`src/rtl/block_duty_gen_if.sv`:
```
// rtl/block_duty_gen_if.sv - raster timing in / duty-window out bundle for block_duty_gen
interface block_duty_gen_if #(
  parameter int V_BANDS = 8
);
  localparam int BW = $clog2(V_BANDS);

  logic          iVSync;
  logic          iDE;
  logic [23:0]   oH_Duty;
  logic          oV_Duty;
  logic          oBandDone;
  logic [BW-1:0] oBandIdx;
  logic          oFrameDone;
  logic          oErr;

  // Timing front end side: drives raster timing, observes the duty windows.
  modport master (
    output iVSync, iDE,
    input  oH_Duty, oV_Duty, oBandDone, oBandIdx, oFrameDone, oErr
  );

  // Duty generator side.
  modport slave (
    input  iVSync, iDE,
    output oH_Duty, oV_Duty, oBandDone, oBandIdx, oFrameDone, oErr
  );
endinterface

```
`src/rtl/block_duty_gen.sv`:
```
// rtl/block_duty_gen.sv - raster tracker driving 24 column-block enables and band/frame strobes (optional checker: BLOCK_DUTY_GEN_ERR_EN)
module block_duty_gen #(
  parameter int H_ACTIVE = 1920,
  parameter int V_ACTIVE = 1080,
  parameter int V_BANDS  = 8
) (
  input logic             iODCK,
  input logic             iRST,
  block_duty_gen_if.slave bus
);
  localparam int BLK_W  = H_ACTIVE / 24;
  localparam int BAND_H = V_ACTIVE / V_BANDS;
  localparam int CW     = $clog2(H_ACTIVE + 1);
  localparam int IW     = (BLK_W > 1) ? $clog2(BLK_W) : 1;
  localparam int LW     = (BAND_H > 1) ? $clog2(BAND_H) : 1;
  localparam int BW     = $clog2(V_BANDS);

  localparam logic [CW-1:0] COL_MAX   = CW'(H_ACTIVE);
  localparam logic [IW-1:0] IN_LAST   = IW'(BLK_W - 1);
  localparam logic [LW-1:0] LINE_LAST = LW'(BAND_H - 1);
  localparam logic [BW-1:0] BAND_LAST = BW'(V_BANDS - 1);
  localparam logic [4:0]    BLK_LAST  = 5'd23;

  // S_ABORT is the single low-V_Duty cycle that follows a mid-frame VSync.
  typedef enum logic [1:0] {S_IDLE, S_ACTIVE, S_BAND_END, S_ABORT} state_e;

  state_e        state_q, state_d;
  logic [CW-1:0] col_q, col_d;
  logic [IW-1:0] inblk_q, inblk_d;
  logic [4:0]    blk_q, blk_d;
  logic [LW-1:0] line_q, line_d;
  logic [BW-1:0] band_q, band_d;
  logic          de_q, de_d;
  logic [23:0]   h_duty_q, h_duty_d;
  logic          v_duty_q, v_duty_d;
  logic          band_done_q, band_done_d;
  logic          frame_done_q, frame_done_d;
  logic          clr_line, clr_frame;

  // Next-state, counter and registered-output decode for the raster FSM.
  always_comb begin
    state_d      = state_q;
    col_d        = col_q;
    inblk_d      = inblk_q;
    blk_d        = blk_q;
    line_d       = line_q;
    band_d       = band_q;
    de_d         = bus.iDE;
    h_duty_d     = '0;
    band_done_d  = 1'b0;
    frame_done_d = 1'b0;
    clr_line     = 1'b0;
    clr_frame    = 1'b0;

    case (state_q)
      S_IDLE: begin
        if (bus.iVSync) begin
          state_d   = S_ACTIVE;
          clr_frame = 1'b1;
        end
      end
      S_ACTIVE: begin
        if (bus.iVSync) begin
          // VSync wins over any pixel in the same cycle.
          state_d   = S_ABORT;
          clr_frame = 1'b1;
        end else if (bus.iDE) begin
          if (col_q < COL_MAX) begin
            h_duty_d = 24'd1 << blk_q;
            col_d    = col_q + 1'b1;
            if (inblk_q == IN_LAST) begin
              inblk_d = '0;
              if (blk_q != BLK_LAST) blk_d = blk_q + 1'b1;
            end else begin
              inblk_d = inblk_q + 1'b1;
            end
          end
        end else if (de_q) begin
          clr_line = 1'b1;
          if (line_q == LINE_LAST) begin
            line_d       = '0;
            state_d      = S_BAND_END;
            band_done_d  = 1'b1;
            frame_done_d = (band_q == BAND_LAST);
          end else begin
            line_d = line_q + 1'b1;
          end
        end
      end
      S_BAND_END: begin
        // Any pixel here lands in the max units' clear cycle and is dropped.
        if (bus.iVSync) begin
          state_d   = S_ABORT;
          clr_frame = 1'b1;
        end else if (band_q == BAND_LAST) begin
          state_d = S_IDLE;
          band_d  = '0;
        end else begin
          state_d = S_ACTIVE;
          band_d  = band_q + 1'b1;
        end
      end
      default: begin
        if (bus.iVSync) clr_frame = 1'b1;
        else            state_d   = S_ACTIVE;
      end
    endcase

    if (clr_line || clr_frame) begin
      col_d   = '0;
      inblk_d = '0;
      blk_d   = '0;
    end
    if (clr_frame) begin
      line_d = '0;
      band_d = '0;
    end

    v_duty_d = (state_d == S_ACTIVE);
  end

  // Raster state and output registers.
  always_ff @(posedge iODCK) begin
    if (!iRST) begin
      state_q      <= S_IDLE;
      col_q        <= '0;
      inblk_q      <= '0;
      blk_q        <= '0;
      line_q       <= '0;
      band_q       <= '0;
      de_q         <= 1'b0;
      h_duty_q     <= '0;
      v_duty_q     <= 1'b0;
      band_done_q  <= 1'b0;
      frame_done_q <= 1'b0;
    end else begin
      state_q      <= state_d;
      col_q        <= col_d;
      inblk_q      <= inblk_d;
      blk_q        <= blk_d;
      line_q       <= line_d;
      band_q       <= band_d;
      de_q         <= de_d;
      h_duty_q     <= h_duty_d;
      v_duty_q     <= v_duty_d;
      band_done_q  <= band_done_d;
      frame_done_q <= frame_done_d;
    end
  end

  assign bus.oH_Duty    = h_duty_q;
  assign bus.oV_Duty    = v_duty_q;
  assign bus.oBandDone  = band_done_q;
  assign bus.oBandIdx   = band_q;
  assign bus.oFrameDone = frame_done_q;

`ifdef BLOCK_DUTY_GEN_ERR_EN
  logic ovf_q, ovf_d;
  logic err_q, err_d;

  // Line-length overrun tracking and the sticky timing-error flag.
  always_comb begin
    ovf_d = ovf_q;
    err_d = err_q;
    if (state_q == S_ACTIVE && !bus.iVSync) begin
      if (bus.iDE && col_q == COL_MAX) begin
        ovf_d = 1'b1;
      end else if (!bus.iDE && de_q) begin
        if (col_q != COL_MAX || ovf_q) err_d = 1'b1;
        ovf_d = 1'b0;
      end
    end
    if (bus.iVSync && state_q != S_IDLE) begin
      err_d = 1'b1;
      ovf_d = 1'b0;
    end
    if (state_q == S_BAND_END && bus.iDE) err_d = 1'b1;
  end

  // Error checker registers; only reset clears the flag.
  always_ff @(posedge iODCK) begin
    if (!iRST) begin
      ovf_q <= 1'b0;
      err_q <= 1'b0;
    end else begin
      ovf_q <= ovf_d;
      err_q <= err_d;
    end
  end

  assign bus.oErr = err_q;
`else
  assign bus.oErr = 1'b0;
`endif
endmodule

```
`src/flat_wrapper.sv`:
```
// flat-port wrapper written by rule: the top's interface ports become plain ports
module block_duty_gen_flat 
#(
  parameter int H_ACTIVE = 1920,
  parameter int V_ACTIVE = 1080,
  parameter int V_BANDS  = 8
)
  (iODCK, iRST, bus_iVSync, bus_iDE, bus_oH_Duty, bus_oV_Duty, bus_oBandDone, bus_oBandIdx, bus_oFrameDone, bus_oErr);
  block_duty_gen_if #(.V_BANDS(V_BANDS)) bus_i ();
  input logic iODCK;
  input logic iRST;
  input wire logic [$bits(bus_i.iVSync)-1:0] bus_iVSync;
  input wire logic [$bits(bus_i.iDE)-1:0] bus_iDE;
  output wire logic [$bits(bus_i.oH_Duty)-1:0] bus_oH_Duty;
  output wire logic [$bits(bus_i.oV_Duty)-1:0] bus_oV_Duty;
  output wire logic [$bits(bus_i.oBandDone)-1:0] bus_oBandDone;
  output wire logic [$bits(bus_i.oBandIdx)-1:0] bus_oBandIdx;
  output wire logic [$bits(bus_i.oFrameDone)-1:0] bus_oFrameDone;
  output wire logic [$bits(bus_i.oErr)-1:0] bus_oErr;
  assign bus_i.iVSync = bus_iVSync;
  assign bus_i.iDE = bus_iDE;
  assign bus_oH_Duty = bus_i.oH_Duty;
  assign bus_oV_Duty = bus_i.oV_Duty;
  assign bus_oBandDone = bus_i.oBandDone;
  assign bus_oBandIdx = bus_i.oBandIdx;
  assign bus_oFrameDone = bus_i.oFrameDone;
  assign bus_oErr = bus_i.oErr;
  block_duty_gen #(.H_ACTIVE(H_ACTIVE), .V_ACTIVE(V_ACTIVE), .V_BANDS(V_BANDS)) u_core (.iODCK(iODCK), .iRST(iRST), .bus(bus_i));
endmodule
```
`config.mk`:
```
export PLATFORM = sky130hd
export DESIGN_NAME = block_duty_gen_flat
export DESIGN_NICKNAME = d
export VERILOG_FILES = /design/src/rtl/block_duty_gen_if.sv /design/src/rtl/block_duty_gen.sv /design/src/flat_wrapper.sv
export SDC_FILE = /design/constraint.sdc
export NUM_CORES = 1
export LEC_CHECK = 0
export BUFFER_PORTS_ARGS = -buffer_cell sky130_fd_sc_hd__buf_4
export CAP_MARGIN = 5
export CORE_AREA = 2 2 72 74
export CTS_BUF_LIST = sky130_fd_sc_hd__clkbuf_16
export DETAILED_ROUTE_END_ITERATION = 7
export DIE_AREA = 0 0 74 76
export PLACE_DENSITY_LB_ADDON = 0.08
export SYNTH_ARGS = -nofsm -noshare
export SYNTH_HDL_FRONTEND = slang
export SYNTH_SLANG_ARGS = --single-unit
export TNS_END_PERCENT = 100
```
`constraint.sdc`:
```
create_clock -name iODCK -period 2.6 [get_ports iODCK]
set_input_delay 0.65 -clock iODCK [delete_from_list [all_inputs] [get_ports iODCK]]
set_output_delay 0.65 -clock iODCK [all_outputs]
set_load 0.02 [all_outputs]
```
== Word level (Yosys, flattened, before mapping) ==
Index checks and enable logic that the tools add are counted.
Word-level totals
  output and inout port bits: 31
  input port bits: 4
  register bits: 64
  word-level logic and storage cells: 61
Operators by class
  add/subtract/negate cells: 5
  mux-type cells: 18
  shift operators: 1
  bitwise gates (word level): 7
  equal/unequal tests: 7
  order comparisons: 1
  reduce and logical (&&, ||, !) cells: 11
Operators by type and width (number)
  $shl 1x5->24 const A: 1
  $mux 2: 7
  $add 11x1->11 const B: 1
  $lt 11x11->1 const B: 1
  $reduce_or 5->1: 2
  $add 8x1->8 const B: 1
  $eq 8x8->1 const B: 1
  $mux 8: 1
  $reduce_and 4->1: 2
  $add 7x1->7 const B: 1
  $eq 7x7->1 const B: 1
  $mux 1: 7
  $mux 7: 1
  $not 1->1: 7
  $pmux 2 s3: 1
  $reduce_and 6->1: 1
  $reduce_or 6->1: 1
  $add 5x1->5 const B: 1
  $ne 5x5->1 const B: 1
  $eq 2x1->1 const B: 2
  $reduce_or 2->1: 2
  $add 3x1->3 const B: 1
  $eq 3x3->1 const B: 1
  $mux 3: 1
  other kinds (4): 4

== Longest topological paths before layout ==
Gate-level depths: netlist of run 1.
  depth after elaboration: 7
  depth in mapped cells: 6
  depth with buffers taken out: 6

== Worst setup path after synthesis of run 1 ==
OpenSTA, ideal clock, no wires.
  kind: input to register
  from: in bus_iVSync
  to: reg u_core.col_q[4]
  library setup time: 0.059 ns
  data arrival time: 1.765 ns
  cell stages on the path: 5
  path buffers: 1
  required time: 2.541 ns
  setup slack: 0.776 ns
  cells stage by stage: and4bb_4 buf_6 nand3_2 or4_1 nand2_1
Between the ends
  longest elaborated chain between the ends: 4
  elaborated cells between the ends (all ways): 7
  classes of those cells: mux: 3; bitwise: 1; reduce/logical: 3
RTL lines
  start, declared: line flat_wrapper.sv:12  | input wire logic [$bits(bus_i.iVSync)-1:0] bus_iVSync;
  $mux 1: line block_duty_gen.sv:63  | if (bus.iVSync) begin
  $mux 1: line block_duty_gen.sv:55  | case (state_q)
  $logic_or 1x1->1: line block_duty_gen.sv:109  | if (clr_line || clr_frame) begin
  $reduce_or 2->1 (no line)
  end signal, assigned: line block_duty_gen.sv:138  | col_q <= col_d;
  end, declared: line block_duty_gen.sv:28  | logic [CW-1:0] col_q, col_d;
Several ways; a longest one is shown, not always the timed one.
A chain may end at the register's enable or synchronous reset.

== Worst setup path in the final report of run 1 ==
  from: in bus_iVSync
  to: reg u_core.blk_q[3]
Between the ends
  longest elaborated chain between the ends: 4
  elaborated cells between the ends (all ways): 7
  classes of those cells: mux: 3; bitwise: 1; reduce/logical: 3
RTL lines
  $mux 1: line block_duty_gen.sv:63
  $mux 1: line block_duty_gen.sv:55
  $logic_or 1x1->1: line block_duty_gen.sv:109
  $reduce_or 2->1 (no line)
  end signal, assigned: line block_duty_gen.sv:140  | blk_q <= blk_d;
  end, declared: line block_duty_gen.sv:30  | logic [4:0] blk_q, blk_d;
Several ways; a longest one is shown, not always the timed one.

==> results.json, run 1 <==
{
  "run_status": "complete, no violations",
  "finish.utilization_pct": 65.36,
  "wl_per_cell_um": 12.13,
  "wirelength_um": 4707,
  "layout-drive-gt1-share_pct": 18.55,
  "ctsLongestPathBuffers": 2,
  "yosysSeqAreaShare_pct": 49.23,
  "slew_viol_final": 0,
  "power.internal_mw": 1.836,
  "grt_pass1_vias": 1887,
  "seqPwrFrac_pct": 43.8,
  "ios": 35,
  "cpPeakStageDelay_ps": 550,
  "core_area_mm2": 0.004912,
  "synth_area_leaders": "dfxtp_1 (49%), nor2_1 (7.5%), ha_1 (5.8%)",
  "fin_crit_sh_pct": 72.24,
  "fp.dieH_um": 76,
  "synth_top_cell_area_share_pct": 49.23,
  "clkPwrFrac_pct": 53.9,
  "finalClockSkew_ps": 4.252,
  "cts_setup_buffers": 0,
  "row_count": 26,
  "yosys_warnings": 0,
  "power_density_mw_per_mm2": 706.8,
  "max_freq_mhz": 532.4,
  "p_leak_nw": 1.211,
  "cp-end-kind": "register",
  "cts-buffers-inserted": 9,
  "synth_nets": 293,
  "finalPower_mw": 2.269,
  "start_util_pct": 52.98,
  "synth_cells": 277,
  "grt_pass1_wl_um": 8328,
  "cts_root_buf": "clkbuf_16",
  "power_switching_mw": 0.4330,
  "switching_share_pct": 19.08,
  "vias_per_cell": 4.946,
  "comb_power_share_pct": 2.3,
  "ctsHoldBuffers": 0,
  "worstPathMaxFanout": 14,
  "dp_hpwl_um": 3269,
  "n_antenna_cell": 0,
  "die_area_mm2": 0.005624,
  "cts_resized": 0,
  "setup_viol": 0,
  "overflow": 0,
  "drt-initial-drc-count": 96,
  "drcViolationCount": 0,
  "grt_usage_pct": 19.11,
  "final_cell_mix": "dfxtp_1 (64), nor2_1 (52), buf_4 (35)",
  "holdCritPathClass": "reg2reg",
  "place_ws_ps": 392.0,
  "critPathKind": "in2reg",
  "place.gp.congestion": 0.8099,
  "slowest_stage": "or4_1",
  "cts_sinks": 64,
  "cts_tree": "done",
  "yosys_register_bits": 64,
  "rsz0062_at_grt": "false",
  "final_common_cell": "dfxtp_1",
  "syn_to_final_growth_pct": 23.37,
  "tns_ps": 0,
  "ys.flop_type": "dfxtp_1",
  "path_cells": "buf_4 -> and4bb_4 -> nand4_4 -> or4_1 -> a21oi_1",
  "clk_pin_slew_worst_paths_ps": 50,
  "synth_area_mm2": 0.002602,
  "synth_edf_count": 0,
  "fin_crit_ps": 1878,
  "tightestPinTransition_ps": 558.8,
  "avgSynthCellArea_um2": 9.395,
  "yosys.cell_types.count": 45,
  "synth_area_leader_cell": "dfxtp_1",
  "grt_max_degree": 15,
  "nNetsFinal": 329,
  "cp-start-kind": "input pin",
  "die_x_um": 74,
  "insertion_delay_ps": 320,
  "cap_viol_max_count": 0,
  "vdd_drop_max_uv": 443.3,
  "htreeDepth": 3,
  "setup_slack_ps": 721.8,
  "num-fill-cells": 416,
  "ys_async_sr_fraction_pct": 0,
  "port_buffers": 33,
  "drtAntennaViolNets": 0,
  "cp.arrival_ps": 2130,
  "slew_headroom_pct": 62.64,
  "firstDrtPassIters": 4,
  "required_ps": 2850,
  "finalHoldViolations": 0,
  "antenna_found_initial": 0,
  "num_vias": 1919
}
synth_stat cells (2+ instances only):
cell type  count
and3_1         3
nand3_1       11
buf_2          4
nor4_1         2
o211ai_1       2
o21a_1         3
clkbuf_1       4
nor3b_1        3
nand3_2        2
xnor2_1        9
or3_1          5
nor2b_1        6
xor2_1         7
a21oi_1        7
nand4_1        4
mux2i_1        6
o21ai_0        7
or4_1          4
inv_1          9
ha_1          12
nor2_1        52
dfxtp_1       64
and2_1         4
and4_1         2
nor3_1         6
nand2_1       20
flip-flops by register name (all words and copies together), names as in the netlist:
name	count
u_core.bus.oH_Duty	24
u_core.inblk_q	7
u_core.bus.oBandIdx	3
u_core.col_q	11
u_core.de_q	1
u_core.line_q	8
u_core.state_q	2
u_core.blk_q	5
u_core.bus.oBandDone	1
u_core.bus.oFrameDone	1
u_core.bus.oV_Duty	1
path summary, 6_finish.rpt:
check | slack (ps) | to | cells after the start | startpoint
max | 720 | u_core.blk_q[3] | 5 | bus_iVSync
min | 470 | u_core.col_q[10] | 1 | u_core.col_q[10]
max reg2reg | 760 | u_core.line_q[7] | 6 | u_core.line_q[0]
min reg2reg | 470 | u_core.col_q[10] | 1 | u_core.col_q[10]
worst max-delay path: cells and delay by family:
| kind | cells | cell delay, ps |
|---|---|---|
| buf+inv | 1 | 160 |
| compound gates | 1 | 150 |
| simple gates | 3 | 1170 |
logic make-up after synthesis:
family                   Yosys count  share of synthesized area, %
AO/OA/AOI/OAI                     26                         6.442
XOR/XNOR                          16                         5.385
adder cells (fa/ha/maj)           12                         5.769
buffers and inverters             19                         3.365
flip-flops                        64                         49.23
multiplexers                       6                         2.308
other                              1                        0.1441
AND/OR/NAND/NOR                  133                         27.36
power groups by stage:
stage               registers [mW]  clock network, mW  logic, mW
global route                 0.993               1.30     0.0583
detailed placement            1.01                  0     0.0528
global placement              1.01                  0     0.0525
finish                       0.993               1.22     0.0527
CTS                          0.993               1.25     0.0531
floorplan                     1.01                  0     0.0359
cell type report:
type                    instances  area [um^2]  share of cell area, %
inverters                       9        33.78                  1.052
clock inverters                 7        86.33                  2.689
repair buffers                 35        262.8                  8.184
multi-input cells             194         1234                  38.43
well taps                      70        87.58                  2.728
clock buffers                   9        225.2                  7.015
flip-flops and latches         64         1281                  39.91
layer usage:
layer  wire length [um]  vias to the layer above  track usage, %
li1                   -                     1021               -
met1               2334                      864           24.56
met2               2131                       27           29.38
met3                159                        7           4.630
met4                 81                        0           9.818
met5                  0                        -               0
stage by stage:
step / std cells / hold WS, ps / cell area [um^2]
final: 388 / 473.7 / 3211
after floorplan: 277 / 440.7 / 2603
after detailed placement: 372 / 463.2 / 2899
after global placement: 372 / 453.9 / 2899
after global routing: 388 / 497.3 / 3211
after CTS: 388 / 475.3 / 3211
No activity file was read; power rests on OpenSTA's default activity.
==> run 2: changes to the inputs <==
--- a/config.mk
+++ b/config.mk
@@ -7,10 +7,10 @@
 export LEC_CHECK = 0
 export BUFFER_PORTS_ARGS = -buffer_cell sky130_fd_sc_hd__buf_4
 export CAP_MARGIN = 5
-export CORE_AREA = 2 2 72 74
+export CORE_AREA = 2 2 75 77
 export CTS_BUF_LIST = sky130_fd_sc_hd__clkbuf_16
 export DETAILED_ROUTE_END_ITERATION = 7
-export DIE_AREA = 0 0 74 76
+export DIE_AREA = 0 0 77 79
 export PLACE_DENSITY_LB_ADDON = 0.08
 export SYNTH_ARGS = -nofsm -noshare
 export SYNTH_HDL_FRONTEND = slang
==> constraint.sdc (replaced) <==
create_clock -name iODCK -period 1.7 [get_ports iODCK]
set_input_delay 0.425 -clock iODCK [delete_from_list [all_inputs] [get_ports iODCK]]
set_output_delay 0.425 -clock iODCK [all_outputs]
set_load 0.02 [all_outputs]
==> results.json, run 2 (synthesis results as in run 1) <==
{
  "run_status": "complete, no violations",
  "cp-end-kind": "register",
  "grt_pass1_wl_um": 8873,
  "finalClockSkew_ps": 5.092,
  "cts-buffers-inserted": 9,
  "cpPeakStageDelay_ps": 480,
  "clk_pin_slew_worst_paths_ps": 50,
  "ctsHoldBuffers": 0,
  "finalPower_mw": 3.263,
  "drtAntennaViolNets": 0,
  "switching_share_pct": 22.22,
  "comb_power_share_pct": 3.2,
  "place_ws_ps": -95.76,
  "port_buffers": 33,
  "holdCritPathClass": "in2reg",
  "vias_per_cell": 4.906,
  "drcViolationCount": 0,
  "grt_pass1_vias": 2011,
  "cts_sinks": 64,
  "p_leak_nw": 1.326,
  "reg2reg_setup_slack_ps": 70,
  "fp.dieH_um": 79,
  "cts_tree": "done",
  "grt_max_degree": 14,
  "finalHoldViolations": 0,
  "critPathTopFamily": "simple AND/OR/NAND/NOR gates",
  "num_vias": 2046,
  "insertion_delay_ps": 320,
  "firstDrtPassIters": 4,
  "power_density_mw_per_mm2": 953.1,
  "core_area_mm2": 0.005338,
  "hp-start": "bus_iDE",
  "cp-startpoint": "u_core.line_q[0]",
  "seqPwrFrac_pct": 46.4,
  "worstPathMaxFanout": 4,
  "power.internal_mw": 2.538,
  "antenna_found_initial": 0,
  "htreeDepth": 3,
  "setup_viol": 0,
  "cp-start-kind": "register",
  "grt_usage_pct": 18.63,
  "setup_slack_ps": 73.84,
  "largest_reg_flops": 24,
  "clkPwrFrac_pct": 50.3,
  "cts_root_buf": "clkbuf_16",
  "layout-drive-gt1-share_pct": 26.67,
  "max_freq_mhz": 614.9,
  "final_area_mm2": 0.003423,
  "ctsLongestPathBuffers": 2,
  "power_switching_mw": 0.7249,
  "rr_startpoint": "u_core.line_q[0]",
  "critPathKind": "reg2reg",
  "wl_per_cell_um": 12.30,
  "tns_ps": 0,
  "fin_crit_sh_pct": 95.66,
  "place.gp.congestion": 0.7842,
  "start_util_pct": 48.76,
  "crit_buf_inv": 2,
  "required_ps": 1920,
  "syn_to_final_growth_pct": 31.54,
  "drt-initial-drc-count": 76,
  "overflow": 0,
  "wirelength_um": 5129,
  "nNetsFinal": 356,
  "whs_ps": 346.1,
  "slew_viol_final": 0,
  "die_x_um": 77,
  "fin_crit_ps": 1626,
  "ios": 35,
  "cap_viol_max_count": 0,
  "n_antenna_cell": 0,
  "rsz0062_at_grt": "true",
  "dp_hpwl_um": 3583,
  "path_cells": "inv_2 -> ha_4 -> or4b_4 -> nor4_4 -> buf_4 -> nor3_1 -> o21a_1",
  "slowest_stage": "or4b_4",
  "final_common_cell": "dfxtp_1",
  "die_area_mm2": 0.006083,
  "final_cell_mix": "dfxtp_1 (62), buf_4 (60), nor2_1 (52)",
  "cts_setup_buffers": 0,
  "row_count": 27,
  "cp.arrival_ps": 1850,
  "vdd_drop_max_uv": 623.5,
  "place_area_mm2": 0.003129
}
run 2: changes by cell type in the layout (fill, tap and decap cells not counted), sizes merged:
cell,delta
bufinv,-2
clkinv,-2
inv,+1
buf,+27
clkinvlp,+3
run 2: final cells by class:
type	instances	area, um^2
Fill cell	474	1914
Sequential cell	64	1284
Multi-Input combinational cell	194	1252
Timing Repair Buffer	62	490.5
Clock buffer	9	225.2
Tap cell	72	90.09
Clock inverter	7	47.55
Inverter	9	33.78
run 2: final timing paths:
check / endpoint / cells after the start
setup / recovery: u_core.bus.oV_Duty / 7
hold / removal: u_core.de_q / 2
setup reg to reg: u_core.bus.oV_Duty / 7
hold reg to reg: u_core.col_q[10] / 1
run 2: power groups by stage:
| stage | sequential [mW] | combinational, mW | clock [mW] |
|---|---|---|---|
| finish | 1.51 | 0.106 | 1.64 |
| global route | 1.51 | 0.117 | 1.75 |
| CTS | 1.51 | 0.107 | 1.67 |
| detailed placement | 1.55 | 0.106 | 0 |
| global placement | 1.55 | 0.106 | 0 |
| floorplan | 1.55 | 0.0550 | 0 |
run 2: metrics by stage:
| step | utilization, % | instances |
|---|---|---|
| finish | 64.13 | 417 |
| global route | 64.13 | 417 |
| CTS | 63.74 | 417 |
| detailed placement | 58.63 | 401 |
| global placement | 58.63 | 401 |
| floorplan | - | 277 |
run 2: timing repair:
item                                    in CTS  in global routing
endpoints found under the setup margin       4                  6
resized for setup                            0                  7
pin swaps                                    1                  0
run 2: routing by layer:
layer,vias up,track usage (%),share of wire (%)
met3,7,6.023,4.1
met4,0,8.571,1.9
met1,936,22.69,49
met5,-,0,0
met2,37,30.18,45
li1,1066,-,-
